`src/rtl/ysyx_24090003_wb_arbiter_if.sv`:
```
// Write-back bus between the EXU/LSU requesters and the arbiter.
// The arbiter takes the slave side; requesters and the RF/CSR sink take the master side.
interface ysyx_24090003_wb_arbiter_if #(
  parameter int CNT_W = 32
);
  logic             i_hold;
  logic             i_exu_valid;
  logic             o_exu_ready;
  logic [31:0]      i_exu_pc;
  logic [4:0]       i_exu_rd_addr;
  logic [31:0]      i_exu_rd_wdata;
  logic             i_exu_reg_wen;
  logic             i_exu_csr_we;
  logic [11:0]      i_exu_csr_addr;
  logic [1:0]       i_exu_csr_op;
  logic [31:0]      i_exu_csr_wdata;
  logic [4:0]       i_exu_rs1_addr;
  logic             i_exu_ecall;
  logic             i_exu_mret;
  logic             i_lsu_valid;
  logic             o_lsu_ready;
  logic [31:0]      i_lsu_pc;
  logic [4:0]       i_lsu_rd_addr;
  logic [31:0]      i_lsu_rd_wdata;
  logic             i_lsu_reg_wen;
  logic             o_reg_wen;
  logic [4:0]       o_rd_addr;
  logic [31:0]      o_rd_wdata;
  logic             o_csr_we;
  logic [11:0]      o_csr_addr;
  logic [1:0]       o_csr_op;
  logic [31:0]      o_csr_wdata;
  logic [4:0]       o_rs1_addr;
  logic             o_ecall;
  logic             o_mret;
  logic [31:0]      o_pc;
  logic             o_retire;
  logic [CNT_W-1:0] o_retire_cnt;

  modport slave (
    input  i_hold,
    input  i_exu_valid, i_exu_pc, i_exu_rd_addr,
    input  i_exu_rd_wdata, i_exu_reg_wen,
    input  i_exu_csr_we, i_exu_csr_addr,
    input  i_exu_csr_op, i_exu_csr_wdata,
    input  i_exu_rs1_addr, i_exu_ecall, i_exu_mret,
    input  i_lsu_valid, i_lsu_pc, i_lsu_rd_addr,
    input  i_lsu_rd_wdata, i_lsu_reg_wen,
    output o_exu_ready, o_lsu_ready,
    output o_reg_wen, o_rd_addr, o_rd_wdata,
    output o_csr_we, o_csr_addr, o_csr_op,
    output o_csr_wdata, o_rs1_addr,
    output o_ecall, o_mret, o_pc,
    output o_retire, o_retire_cnt
  );

  modport master (
    output i_hold,
    output i_exu_valid, i_exu_pc, i_exu_rd_addr,
    output i_exu_rd_wdata, i_exu_reg_wen,
    output i_exu_csr_we, i_exu_csr_addr,
    output i_exu_csr_op, i_exu_csr_wdata,
    output i_exu_rs1_addr, i_exu_ecall, i_exu_mret,
    output i_lsu_valid, i_lsu_pc, i_lsu_rd_addr,
    output i_lsu_rd_wdata, i_lsu_reg_wen,
    input  o_exu_ready, o_lsu_ready,
    input  o_reg_wen, o_rd_addr, o_rd_wdata,
    input  o_csr_we, o_csr_addr, o_csr_op,
    input  o_csr_wdata, o_rs1_addr,
    input  o_ecall, o_mret, o_pc,
    input  o_retire, o_retire_cnt
  );
endinterface

```
`src/rtl/ysyx_24090003_wb_arbiter.sv`:
```
// Round-robin write-back arbiter for EXU/LSU onto the single RF/CSR write port.
// Registers the winner into a one-cycle write pulse and counts retirements.
module ysyx_24090003_wb_arbiter #(
  parameter logic PRIO_RESET = 1'b0,
  parameter int   CNT_W      = 32
) (
  input logic i_clk,
  input logic i_rst_n,
  ysyx_24090003_wb_arbiter_if.slave bus
);
  logic ptr;
  logic both;
  logic exu_fire;
  logic lsu_fire;

  assign both = bus.i_exu_valid & bus.i_lsu_valid;

  // ptr = 1 means LSU is favoured when both request
  assign bus.o_exu_ready = i_rst_n & ~bus.i_hold
                         & bus.i_exu_valid
                         & (~bus.i_lsu_valid | ~ptr);
  assign bus.o_lsu_ready = i_rst_n & ~bus.i_hold
                         & bus.i_lsu_valid
                         & (~bus.i_exu_valid | ptr);

  assign exu_fire = bus.i_exu_valid & bus.o_exu_ready;
  assign lsu_fire = bus.i_lsu_valid & bus.o_lsu_ready;

  always_ff @(posedge i_clk or negedge i_rst_n) begin
    if (!i_rst_n) begin
      ptr              <= PRIO_RESET;
      bus.o_reg_wen    <= 1'b0;
      bus.o_rd_addr    <= '0;
      bus.o_rd_wdata   <= '0;
      bus.o_csr_we     <= 1'b0;
      bus.o_csr_addr   <= '0;
      bus.o_csr_op     <= '0;
      bus.o_csr_wdata  <= '0;
      bus.o_rs1_addr   <= '0;
      bus.o_ecall      <= 1'b0;
      bus.o_mret       <= 1'b0;
      bus.o_pc         <= '0;
      bus.o_retire     <= 1'b0;
      bus.o_retire_cnt <= '0;
    end else begin
      bus.o_retire  <= exu_fire | lsu_fire;
      bus.o_reg_wen <= 1'b0;
      bus.o_csr_we  <= 1'b0;
      bus.o_ecall   <= 1'b0;
      bus.o_mret    <= 1'b0;
      unique case (1'b1)
        exu_fire: begin
          bus.o_pc        <= bus.i_exu_pc;
          bus.o_rd_addr   <= bus.i_exu_rd_addr;
          bus.o_rd_wdata  <= bus.i_exu_rd_wdata;
          bus.o_reg_wen   <= bus.i_exu_reg_wen
                           & (|bus.i_exu_rd_addr);
          bus.o_csr_addr  <= bus.i_exu_csr_addr;
          bus.o_csr_op    <= bus.i_exu_csr_op;
          bus.o_csr_wdata <= bus.i_exu_csr_wdata;
          bus.o_rs1_addr  <= bus.i_exu_rs1_addr;
          // traps pre-empt the CSR write; ecall beats mret
          bus.o_ecall     <= bus.i_exu_ecall;
          bus.o_mret      <= bus.i_exu_mret
                           & ~bus.i_exu_ecall;
          bus.o_csr_we    <= bus.i_exu_csr_we
                           & ~bus.i_exu_ecall
                           & ~bus.i_exu_mret;
        end
        lsu_fire: begin
          bus.o_pc        <= bus.i_lsu_pc;
          bus.o_rd_addr   <= bus.i_lsu_rd_addr;
          bus.o_rd_wdata  <= bus.i_lsu_rd_wdata;
          bus.o_reg_wen   <= bus.i_lsu_reg_wen
                           & (|bus.i_lsu_rd_addr);
          bus.o_csr_addr  <= '0;
          bus.o_csr_op    <= '0;
          bus.o_csr_wdata <= '0;
          bus.o_rs1_addr  <= '0;
        end
        default: ;
      endcase
      if (both & (exu_fire | lsu_fire))
        ptr <= exu_fire;
      if (exu_fire | lsu_fire)
        bus.o_retire_cnt <= bus.o_retire_cnt + 1'b1;
    end
  end
endmodule
```
`src/flat_wrapper.sv`:
```
// flat-port wrapper written by rule: the top's interface ports become plain ports
module ysyx_24090003_wb_arbiter_flat 
#(
  parameter logic PRIO_RESET = 1'b0,
  parameter int   CNT_W      = 32
)
  (i_clk, i_rst_n, bus_i_hold, bus_i_exu_valid, bus_i_exu_pc, bus_i_exu_rd_addr, bus_i_exu_rd_wdata, bus_i_exu_reg_wen, bus_i_exu_csr_we, bus_i_exu_csr_addr, bus_i_exu_csr_op, bus_i_exu_csr_wdata, bus_i_exu_rs1_addr, bus_i_exu_ecall, bus_i_exu_mret, bus_i_lsu_valid, bus_i_lsu_pc, bus_i_lsu_rd_addr, bus_i_lsu_rd_wdata, bus_i_lsu_reg_wen, bus_o_exu_ready, bus_o_lsu_ready, bus_o_reg_wen, bus_o_rd_addr, bus_o_rd_wdata, bus_o_csr_we, bus_o_csr_addr, bus_o_csr_op, bus_o_csr_wdata, bus_o_rs1_addr, bus_o_ecall, bus_o_mret, bus_o_pc, bus_o_retire, bus_o_retire_cnt);
  ysyx_24090003_wb_arbiter_if #(.CNT_W(CNT_W)) bus_i ();
  input logic i_clk;
  input logic i_rst_n;
  input wire logic [$bits(bus_i.i_hold)-1:0] bus_i_hold;
  input wire logic [$bits(bus_i.i_exu_valid)-1:0] bus_i_exu_valid;
  input wire logic [$bits(bus_i.i_exu_pc)-1:0] bus_i_exu_pc;
  input wire logic [$bits(bus_i.i_exu_rd_addr)-1:0] bus_i_exu_rd_addr;
  input wire logic [$bits(bus_i.i_exu_rd_wdata)-1:0] bus_i_exu_rd_wdata;
  input wire logic [$bits(bus_i.i_exu_reg_wen)-1:0] bus_i_exu_reg_wen;
  input wire logic [$bits(bus_i.i_exu_csr_we)-1:0] bus_i_exu_csr_we;
  input wire logic [$bits(bus_i.i_exu_csr_addr)-1:0] bus_i_exu_csr_addr;
  input wire logic [$bits(bus_i.i_exu_csr_op)-1:0] bus_i_exu_csr_op;
  input wire logic [$bits(bus_i.i_exu_csr_wdata)-1:0] bus_i_exu_csr_wdata;
  input wire logic [$bits(bus_i.i_exu_rs1_addr)-1:0] bus_i_exu_rs1_addr;
  input wire logic [$bits(bus_i.i_exu_ecall)-1:0] bus_i_exu_ecall;
  input wire logic [$bits(bus_i.i_exu_mret)-1:0] bus_i_exu_mret;
  input wire logic [$bits(bus_i.i_lsu_valid)-1:0] bus_i_lsu_valid;
  input wire logic [$bits(bus_i.i_lsu_pc)-1:0] bus_i_lsu_pc;
  input wire logic [$bits(bus_i.i_lsu_rd_addr)-1:0] bus_i_lsu_rd_addr;
  input wire logic [$bits(bus_i.i_lsu_rd_wdata)-1:0] bus_i_lsu_rd_wdata;
  input wire logic [$bits(bus_i.i_lsu_reg_wen)-1:0] bus_i_lsu_reg_wen;
  output wire logic [$bits(bus_i.o_exu_ready)-1:0] bus_o_exu_ready;
  output wire logic [$bits(bus_i.o_lsu_ready)-1:0] bus_o_lsu_ready;
  output wire logic [$bits(bus_i.o_reg_wen)-1:0] bus_o_reg_wen;
  output wire logic [$bits(bus_i.o_rd_addr)-1:0] bus_o_rd_addr;
  output wire logic [$bits(bus_i.o_rd_wdata)-1:0] bus_o_rd_wdata;
  output wire logic [$bits(bus_i.o_csr_we)-1:0] bus_o_csr_we;
  output wire logic [$bits(bus_i.o_csr_addr)-1:0] bus_o_csr_addr;
  output wire logic [$bits(bus_i.o_csr_op)-1:0] bus_o_csr_op;
  output wire logic [$bits(bus_i.o_csr_wdata)-1:0] bus_o_csr_wdata;
  output wire logic [$bits(bus_i.o_rs1_addr)-1:0] bus_o_rs1_addr;
  output wire logic [$bits(bus_i.o_ecall)-1:0] bus_o_ecall;
  output wire logic [$bits(bus_i.o_mret)-1:0] bus_o_mret;
  output wire logic [$bits(bus_i.o_pc)-1:0] bus_o_pc;
  output wire logic [$bits(bus_i.o_retire)-1:0] bus_o_retire;
  output wire logic [$bits(bus_i.o_retire_cnt)-1:0] bus_o_retire_cnt;
  assign bus_i.i_hold = bus_i_hold;
  assign bus_i.i_exu_valid = bus_i_exu_valid;
  assign bus_i.i_exu_pc = bus_i_exu_pc;
  assign bus_i.i_exu_rd_addr = bus_i_exu_rd_addr;
  assign bus_i.i_exu_rd_wdata = bus_i_exu_rd_wdata;
  assign bus_i.i_exu_reg_wen = bus_i_exu_reg_wen;
  assign bus_i.i_exu_csr_we = bus_i_exu_csr_we;
  assign bus_i.i_exu_csr_addr = bus_i_exu_csr_addr;
  assign bus_i.i_exu_csr_op = bus_i_exu_csr_op;
  assign bus_i.i_exu_csr_wdata = bus_i_exu_csr_wdata;
  assign bus_i.i_exu_rs1_addr = bus_i_exu_rs1_addr;
  assign bus_i.i_exu_ecall = bus_i_exu_ecall;
  assign bus_i.i_exu_mret = bus_i_exu_mret;
  assign bus_i.i_lsu_valid = bus_i_lsu_valid;
  assign bus_i.i_lsu_pc = bus_i_lsu_pc;
  assign bus_i.i_lsu_rd_addr = bus_i_lsu_rd_addr;
  assign bus_i.i_lsu_rd_wdata = bus_i_lsu_rd_wdata;
  assign bus_i.i_lsu_reg_wen = bus_i_lsu_reg_wen;
  assign bus_o_exu_ready = bus_i.o_exu_ready;
  assign bus_o_lsu_ready = bus_i.o_lsu_ready;
  assign bus_o_reg_wen = bus_i.o_reg_wen;
  assign bus_o_rd_addr = bus_i.o_rd_addr;
  assign bus_o_rd_wdata = bus_i.o_rd_wdata;
  assign bus_o_csr_we = bus_i.o_csr_we;
  assign bus_o_csr_addr = bus_i.o_csr_addr;
  assign bus_o_csr_op = bus_i.o_csr_op;
  assign bus_o_csr_wdata = bus_i.o_csr_wdata;
  assign bus_o_rs1_addr = bus_i.o_rs1_addr;
  assign bus_o_ecall = bus_i.o_ecall;
  assign bus_o_mret = bus_i.o_mret;
  assign bus_o_pc = bus_i.o_pc;
  assign bus_o_retire = bus_i.o_retire;
  assign bus_o_retire_cnt = bus_i.o_retire_cnt;
  ysyx_24090003_wb_arbiter #(.PRIO_RESET(PRIO_RESET), .CNT_W(CNT_W)) u_core (.i_clk(i_clk), .i_rst_n(i_rst_n), .bus(bus_i));
endmodule
```
`config.mk`:
```
export PLATFORM = sky130hd
export DESIGN_NAME = ysyx_24090003_wb_arbiter_flat
export DESIGN_NICKNAME = d
export VERILOG_FILES = /design/src/rtl/ysyx_24090003_wb_arbiter_if.sv /design/src/rtl/ysyx_24090003_wb_arbiter.sv /design/src/flat_wrapper.sv
export SDC_FILE = /design/constraint.sdc
export NUM_CORES = 1
export LEC_CHECK = 0
export ABC_CLOCK_PERIOD_IN_PS = 2520
export BUFFER_PORTS_ARGS = -buffer_cell sky130_fd_sc_hd__buf_2
export CAP_MARGIN = 20
export CORE_AREA = 2 2 140 142
export CTS_CLUSTER_DIAMETER = 60
export CTS_CLUSTER_SIZE = 25
export DETAILED_ROUTE_END_ITERATION = 6
export DIE_AREA = 0 0 142 144
export GPL_ROUTABILITY_DRIVEN = 0
export PLACE_DENSITY = 0.75
export SYNTH_ARGS = -nofsm -noshare
export SYNTH_HDL_FRONTEND = slang
export SYNTH_SLANG_ARGS = --single-unit
```
`constraint.sdc`:
```
create_clock -name i_clk -period 2.52 [get_ports i_clk]
set_clock_uncertainty 0.15 [all_clocks]
set_input_delay 0.504 -clock i_clk [delete_from_list [all_inputs] [get_ports i_clk]]
set_output_delay 0.504 -clock i_clk [all_outputs]
set_load 0.03 [all_outputs]
```
==> results of run 1 <==
-- where the power goes --
group / leakage [nW] / total, mW / internal, mW / switching [mW]
registers: 2.01 / 3.50 / 3.12 / 0.380
logic: 2.91 / 2.88 / 0.923 / 1.96
clock network: 0.280 / 2.53 / 1.40 / 1.13
-- kinds of logic (layout without fill, tap and decap cells) --
logic type	Yosys count	after routing	synth area share [%]
AOI/OAI and AO/OA	124	124	12.6
xor gates and xnor gates	32	32	4.21
adders and majority gates	1	1	0.188
buffers and inverters	45	414	2.86
DFF	158	158	59.4
muxes	64	64	9.62
other	0	1	0
and+or+nand+nor	140	140	11.1
-- final timing paths --
kind	from	end	slack [ns]	cells past startpoint
hold reg to reg	u_core.bus.o_retire_cnt[31]$_DFFE_PN0P_	u_core.bus.o_retire_cnt[31]$_DFFE_PN0P_	0.32	1
min in group i_clk	bus_i_exu_mret	u_core.bus.o_csr_we$_DFF_PN0_	0.13	2
setup reg to reg	u_core.bus.o_retire_cnt[4]$_DFFE_PN0P_	u_core.bus.o_retire_cnt[29]$_DFFE_PN0P_	0.56	4
hold / removal	i_rst_n	u_core.bus.o_retire_cnt[18]$_DFFE_PN0P_	0.07	2
setup / recovery	bus_i_hold	bus_o_lsu_ready	0.43	5
max in group asynchronous	i_rst_n	u_core.bus.o_rd_wdata[25]$_DFFE_PN0P_	0.46	4
-- registers in the layout, summed over array words and instances, names as in the netlist --
register / flops
u_core.bus.o_retire_cnt: 32
u_core.bus.o_rd_addr: 5
u_core.bus.o_csr_we: 1
u_core.bus.o_csr_addr: 12
u_core.bus.o_mret: 1
u_core.bus.o_ecall: 1
u_core.bus.o_rd_wdata: 32
u_core.bus.o_retire: 1
u_core.bus.o_pc: 32
u_core.ptr: 1
u_core.bus.o_csr_wdata: 32
u_core.bus.o_reg_wen: 1
u_core.bus.o_csr_op: 2
u_core.bus.o_rs1_addr: 5
-- synth_stat cells --
master,count
buf_2,14
o21ai_0,66
and2_1,2
o21ai_1,1
clkbuf_1,19
nor3_1,3
nor4_1,1
nand3_1,10
nor2_1,1
o211ai_1,1
nand2_1,78
dfrtp_1,158
xor2_1,11
xnor2_1,21
nor4b_1,4
buf_4,1
nor2b_1,1
and3_1,7
a22o_1,51
inv_1,8
nor3b_1,1
and4_1,7
ha_1,1
or4_4,2
nand4_1,13
or4_1,2
nand2b_1,2
mux2i_1,64
inv_2,1
buf_1,2
a222oi_1,5
nor4_2,6
-- final cells by class --
class / instances / area [µm²]
repair buffers: 373 / 1980
flip-flops and latches: 158 / 3950
clock buffers: 17 / 425
clock inverters: 15 / 148
diodes: 1 / 2.50
fillers: 1745 / 9700
well taps: 238 / 298
inverters: 9 / 33.8
multi-input cells: 361 / 2540
-- layout by cell type, fill, tap and decap left out, types with 3 or more instances in the layout --
master       n
and4_1       7
dfrtp_1    158
nand2_1     78
and3_1       6
buf_2      356
inv_6        7
nand4_1     13
o21ai_0     66
xor2_1      11
a222oi_1     5
mux2i_1     64
nor4b_1      4
nand3_1      9
buf_4       10
nor4_2       6
buf_12       5
xnor2_1     21
a22o_1      51
clkbuf_16   17
nor3_1       3
inv_1        8
-- metrics by stage --
stage          cells  power [mW]  setup slack (ns)  cell area [µm²]
2_1_floorplan    564        5.31             0.381             6660
3_3_place_gp    1138        6.39             0.364             8800
3_5_place_dp    1138        6.45             0.300             8800
4_1_cts         1171        9.00             0.406             9380
5_1_grt         1171        9.35             0.211             9380
6_report        1172        8.91             0.433             9380
-- what timing repair did --
action / CTS / global route
hold buffers: 1 / 0
gates resized for setup: 0 / 0
hold endpoints to repair: 34 / 0
-- metal layers --
layer	global-route usage, %	part of all wire, %	vias up
li1	-	-	2744
met1	23.2	41	2733
met2	30.8	50	245
met3	5.43	7.6	21
met4	6.47	2.2	0
met5	0	0	-
-- worst register-to-register path, delay by kind of cell, from the launching register on --
kind,cells,cell delay (ns)
simple gates,3,1.13
flops,1,0.43
xor+xnor,1,0.17
==> results.json, run 1 <==
{
  "cp_slowest_stage_delay_ns": 0.24,
  "track_usage_pct": 18.6,
  "synth_area_leaders": "dfrtp_1 (59%), mux2i_1 (9.6%), a22o_1 (6.7%)",
  "die_w_um": 142,
  "cap_violations": 0,
  "synth-seq-area-share_pct": 59.4,
  "drc": 0,
  "ioPinCount": 358,
  "clk_path_buf_depth": 2,
  "end_kind": "output port",
  "worst-setup-path-type": "in -> out",
  "clock.fmax_mhz": 479,
  "vias": 5743,
  "timing.final.crit_share_pct": 82.8,
  "root_buffer": "clkbuf_16",
  "ctsHtreeMaxLevel": 4,
  "rsz0062_at_grt": "no",
  "drv_slew": 0,
  "dp_hpwl_um": 14800,
  "layout-drive-gt1-share_pct": 44.6,
  "yosysTopAreaCell": "dfrtp_1",
  "grt_pass1_vias": 5552,
  "wirelength_um": 20000,
  "grt_antenna_before_repair": 0,
  "syn_area_um2": 6660,
  "fin_nets": 1120,
  "ys_warn_count": 0,
  "setup_viol": 0,
  "ys_ff_latch": 158,
  "dieArea_um2": 20400,
  "clock_latency_ns": 0.41,
  "status": "completed",
  "cp_common_cell": "buf_2",
  "fp-row-count": 51,
  "postRouteAntennaNets": 0,
  "path_max_fanout": 4,
  "clkSlewWorstSetupHoldPaths_ns": 0.07,
  "initial_utilization_pct": 34.9,
  "numCtsBuffers": 17,
  "grt_max_degree": 105,
  "areaGrowthSynthToFinish_pct": 40.9,
  "die_h_um": 144,
  "syn_inst": 564,
  "crit_chain": "buf_2, nor2b_1, buf_4, and3_4, buf_2",
  "critPathArrivalTime_ns": 1.43,
  "required_ns": 1.87,
  "wl_per_cell_um": 17.1,
  "first_pass_iters": 5,
  "post-route-min-period_ns": 2.09,
  "via_per_inst": 4.90,
  "cts_tree": "built",
  "powerDensity_nw_per_um2": 950,
  "max_slew_margin_pct": 41.1,
  "portBuffers": 357,
  "crit_buf_inv": 3,
  "grt_pass1_wl_um": 29500,
  "worstMarginPinSlew_ns": 0.884,
  "peakVddDrop_uv": 484,
  "clock_sinks": 158,
  "synth_cell_types": 32,
  "power.static_leakage_nw": 5.20,
  "coreArea_um2": 19100,
  "cpLargestDelayFamily": "buffers and inverters",
  "hold_viol": 0,
  "drtIter0Drc": 236,
  "fin_setup_tns_ns": 0,
  "min-delay-path-class": "in -> async",
  "critPathSlowestCell": "buf_2",
  "syn_nets": 764,
  "synth_top_area_share_pct": 59.4,
  "avgSynthCellArea_um2": 11.8,
  "postCtsSetupBuffers": 0,
  "hold_ws_ns": 0.0658,
  "grt_remaining_overflow": 0,
  "crit_path_start_kind": "primary input",
  "fin_util_pct": 49.2
}
(Power assumes the default switching activity.)
==> run 2, diff against run 1 <==
- ABC_CLOCK_PERIOD_IN_PS: 2520 -> 2200
- clock period: 2.52 -> 2.2 ns (I/O delays scaled with it)
==> results.json, run 2 (same netlist as run 1, synthesis figures left out) <==
{
  "status": "completed",
  "power.static_leakage_nw": 5.28,
  "hold_ws_ns": 0.0188,
  "numCtsBuffers": 17,
  "ff2ff_setup_slack_ns": 0.25,
  "min-delay-path-class": "in -> async",
  "grt_antenna_before_repair": 0,
  "clock.fmax_mhz": 488,
  "first_pass_iters": 4,
  "areaGrowthSynthToFinish_pct": 43.2,
  "cts-resized-gates": 0,
  "fp-row-count": 51,
  "layout-drive-gt1-share_pct": 45.2,
  "grt_pass1_vias": 5521,
  "ioPinCount": 358,
  "setup_viol": 0,
  "via_per_inst": 4.95,
  "timing.final.crit_share_pct": 93.1,
  "initial_utilization_pct": 34.9,
  "combPwrFrac_pct": 32.0,
  "cp_slowest_stage_delay_ns": 0.37,
  "drtIter0Drc": 238,
  "wirelength_um": 20000,
  "seq_power_share_pct": 38.1,
  "wl_per_cell_um": 17.0,
  "post-route-min-period_ns": 2.05,
  "layout_common_cells": "buf_2 (356), dfrtp_1 (158), nand2_1 (78)",
  "multi_input_area_um2": 2540,
  "max_slew_margin_pct": 46.5,
  "worst_slack_ns": 0.152,
  "regArea_um2": 3950,
  "die_w_um": 142,
  "cts_tree": "built",
  "power_switching_mw": 4.00,
  "cap_violations": 0,
  "fin_nets": 1131,
  "clock_latency_ns": 0.42,
  "clkSlewWorstSetupHoldPaths_ns": 0.07,
  "required_ns": 1.61,
  "clock_sinks": 158,
  "power.total_mw": 10.5,
  "ctsHtreeMaxLevel": 4,
  "vias": 5849,
  "coreArea_um2": 19100,
  "worstMarginPinSlew_ns": 0.802,
  "antennaDiodeCount": 0,
  "postRouteAntennaNets": 0,
  "die_h_um": 144,
  "p_int_mw": 6.48,
  "cpLargestDelayFamily": "simple AND/OR/NAND/NOR gates",
  "clockPowerShare_pct": 29.9,
  "crit_chain": "nand2b_1, and3_4, buf_2",
  "powerDensity_nw_per_um2": 1100,
  "dp_hpwl_um": 15200,
  "grt_max_degree": 62,
  "dieArea_um2": 20400,
  "peakVddDrop_uv": 647,
  "clk_path_buf_depth": 2,
  "grt_remaining_overflow": 0,
  "hold_viol": 0,
  "fillerInstances": 1742,
  "grt_pass1_wl_um": 29600,
  "path_max_fanout": 12,
  "track_usage_pct": 18.8,
  "drv_slew": 0,
  "critPathArrivalTime_ns": 1.46,
  "stdcell_area_um2": 9540,
  "dp_slack_ns": 0.163,
  "drc": 0,
  "fin_setup_tns_ns": 0,
  "crit_path_start_kind": "flop",
  "critPathSlowestCell": "dfrtp_1",
  "p_sw_share_pct": 38.2,
  "root_buffer": "clkbuf_16",
  "end_kind": "output port",
  "layout_commonest_cell": "buf_2",
  "rsz0062_at_grt": "no",
  "worst-setup-path-type": "reg -> out",
  "crit_buf_inv": 1,
  "portBuffers": 357,
  "dpl_cell_area_um2": 8900
}
[run 2: cell types whose count changed in the layout (fill, tap and decap cells not counted), sizes merged]
cell	before	now
bufinv	1	3
diode	1	0
buf	372	383
clkinv	3	1
[run 2: metrics by stage]
stage	instances	utilization [%]
final	1182	50.0
after global routing	1182	50.0
after CTS	1182	50.0
after detailed placement	1149	46.7
after global placement	1149	46.7
after floorplan	564	-
[run 2: metal layers]
layer / part of all wire, % / track usage (%) / up-vias
met5: 0 / 0 / -
met4: 2.7 / 8.42 / 0
met3: 6.8 / 4.40 / 27
met2: 50 / 31.8 / 228
met1: 41 / 23.1 / 2830
li1: - / - / 2764
[run 2: final cells by class]
type,count,area share (%)
Tap cell,238,3.12
Sequential cell,158,41.5
Timing Repair Buffer,384,21.9
Multi-Input combinational cell,361,26.7
Clock buffer,17,4.46
Inverter,9,0.354
Clock inverter,15,2.06
[run 2: power by group through the flow]
stage	Sequential (mW)	Clock, mW	Combinational (mW)
3_3_place_gp	4.02	0	3.33
2_1_floorplan	5.33	0	0.753
6_report	4.00	3.14	3.35
3_5_place_dp	4.04	0	3.39
5_1_grt	4.08	3.32	3.58
4_1_cts	4.00	3.19	3.39
[run 2: final timing paths]
| path | start | cells after the start | end |
|---|---|---|---|
| max reg2reg | u_core.bus.o_retire_cnt[3]$_DFFE_PN0P_ | 4 | u_core.bus.o_retire_cnt[29]$_DFFE_PN0P_ |
| max in group asynchronous | i_rst_n | 4 | u_core.bus.o_pc[20]$_DFFE_PN0P_ |
| min reg2reg | u_core.bus.o_retire_cnt[31]$_DFFE_PN0P_ | 1 | u_core.bus.o_retire_cnt[31]$_DFFE_PN0P_ |
| min in group i_clk | bus_i_exu_mret | 2 | u_core.bus.o_csr_we$_DFF_PN0_ |
| max | u_core.ptr$_DFFE_PN0P_ | 3 | bus_o_lsu_ready |
| min | i_rst_n | 2 | u_core.ptr$_DFFE_PN0P_ |
[run 2: repair_timing]
item	4_1_cts	5_1_grt
hold buffers	1	0
setup buffers	0	0
endpoints found under the hold margin	37	0
[run 2: worst reg2reg max path, cell delays in order (launching register included)]
cell and delay [ns]:
dfrtp_1 0.43, and4_1 0.35, nand2_1 0.31, nor4b_1 0.45, xor2_1 0.19
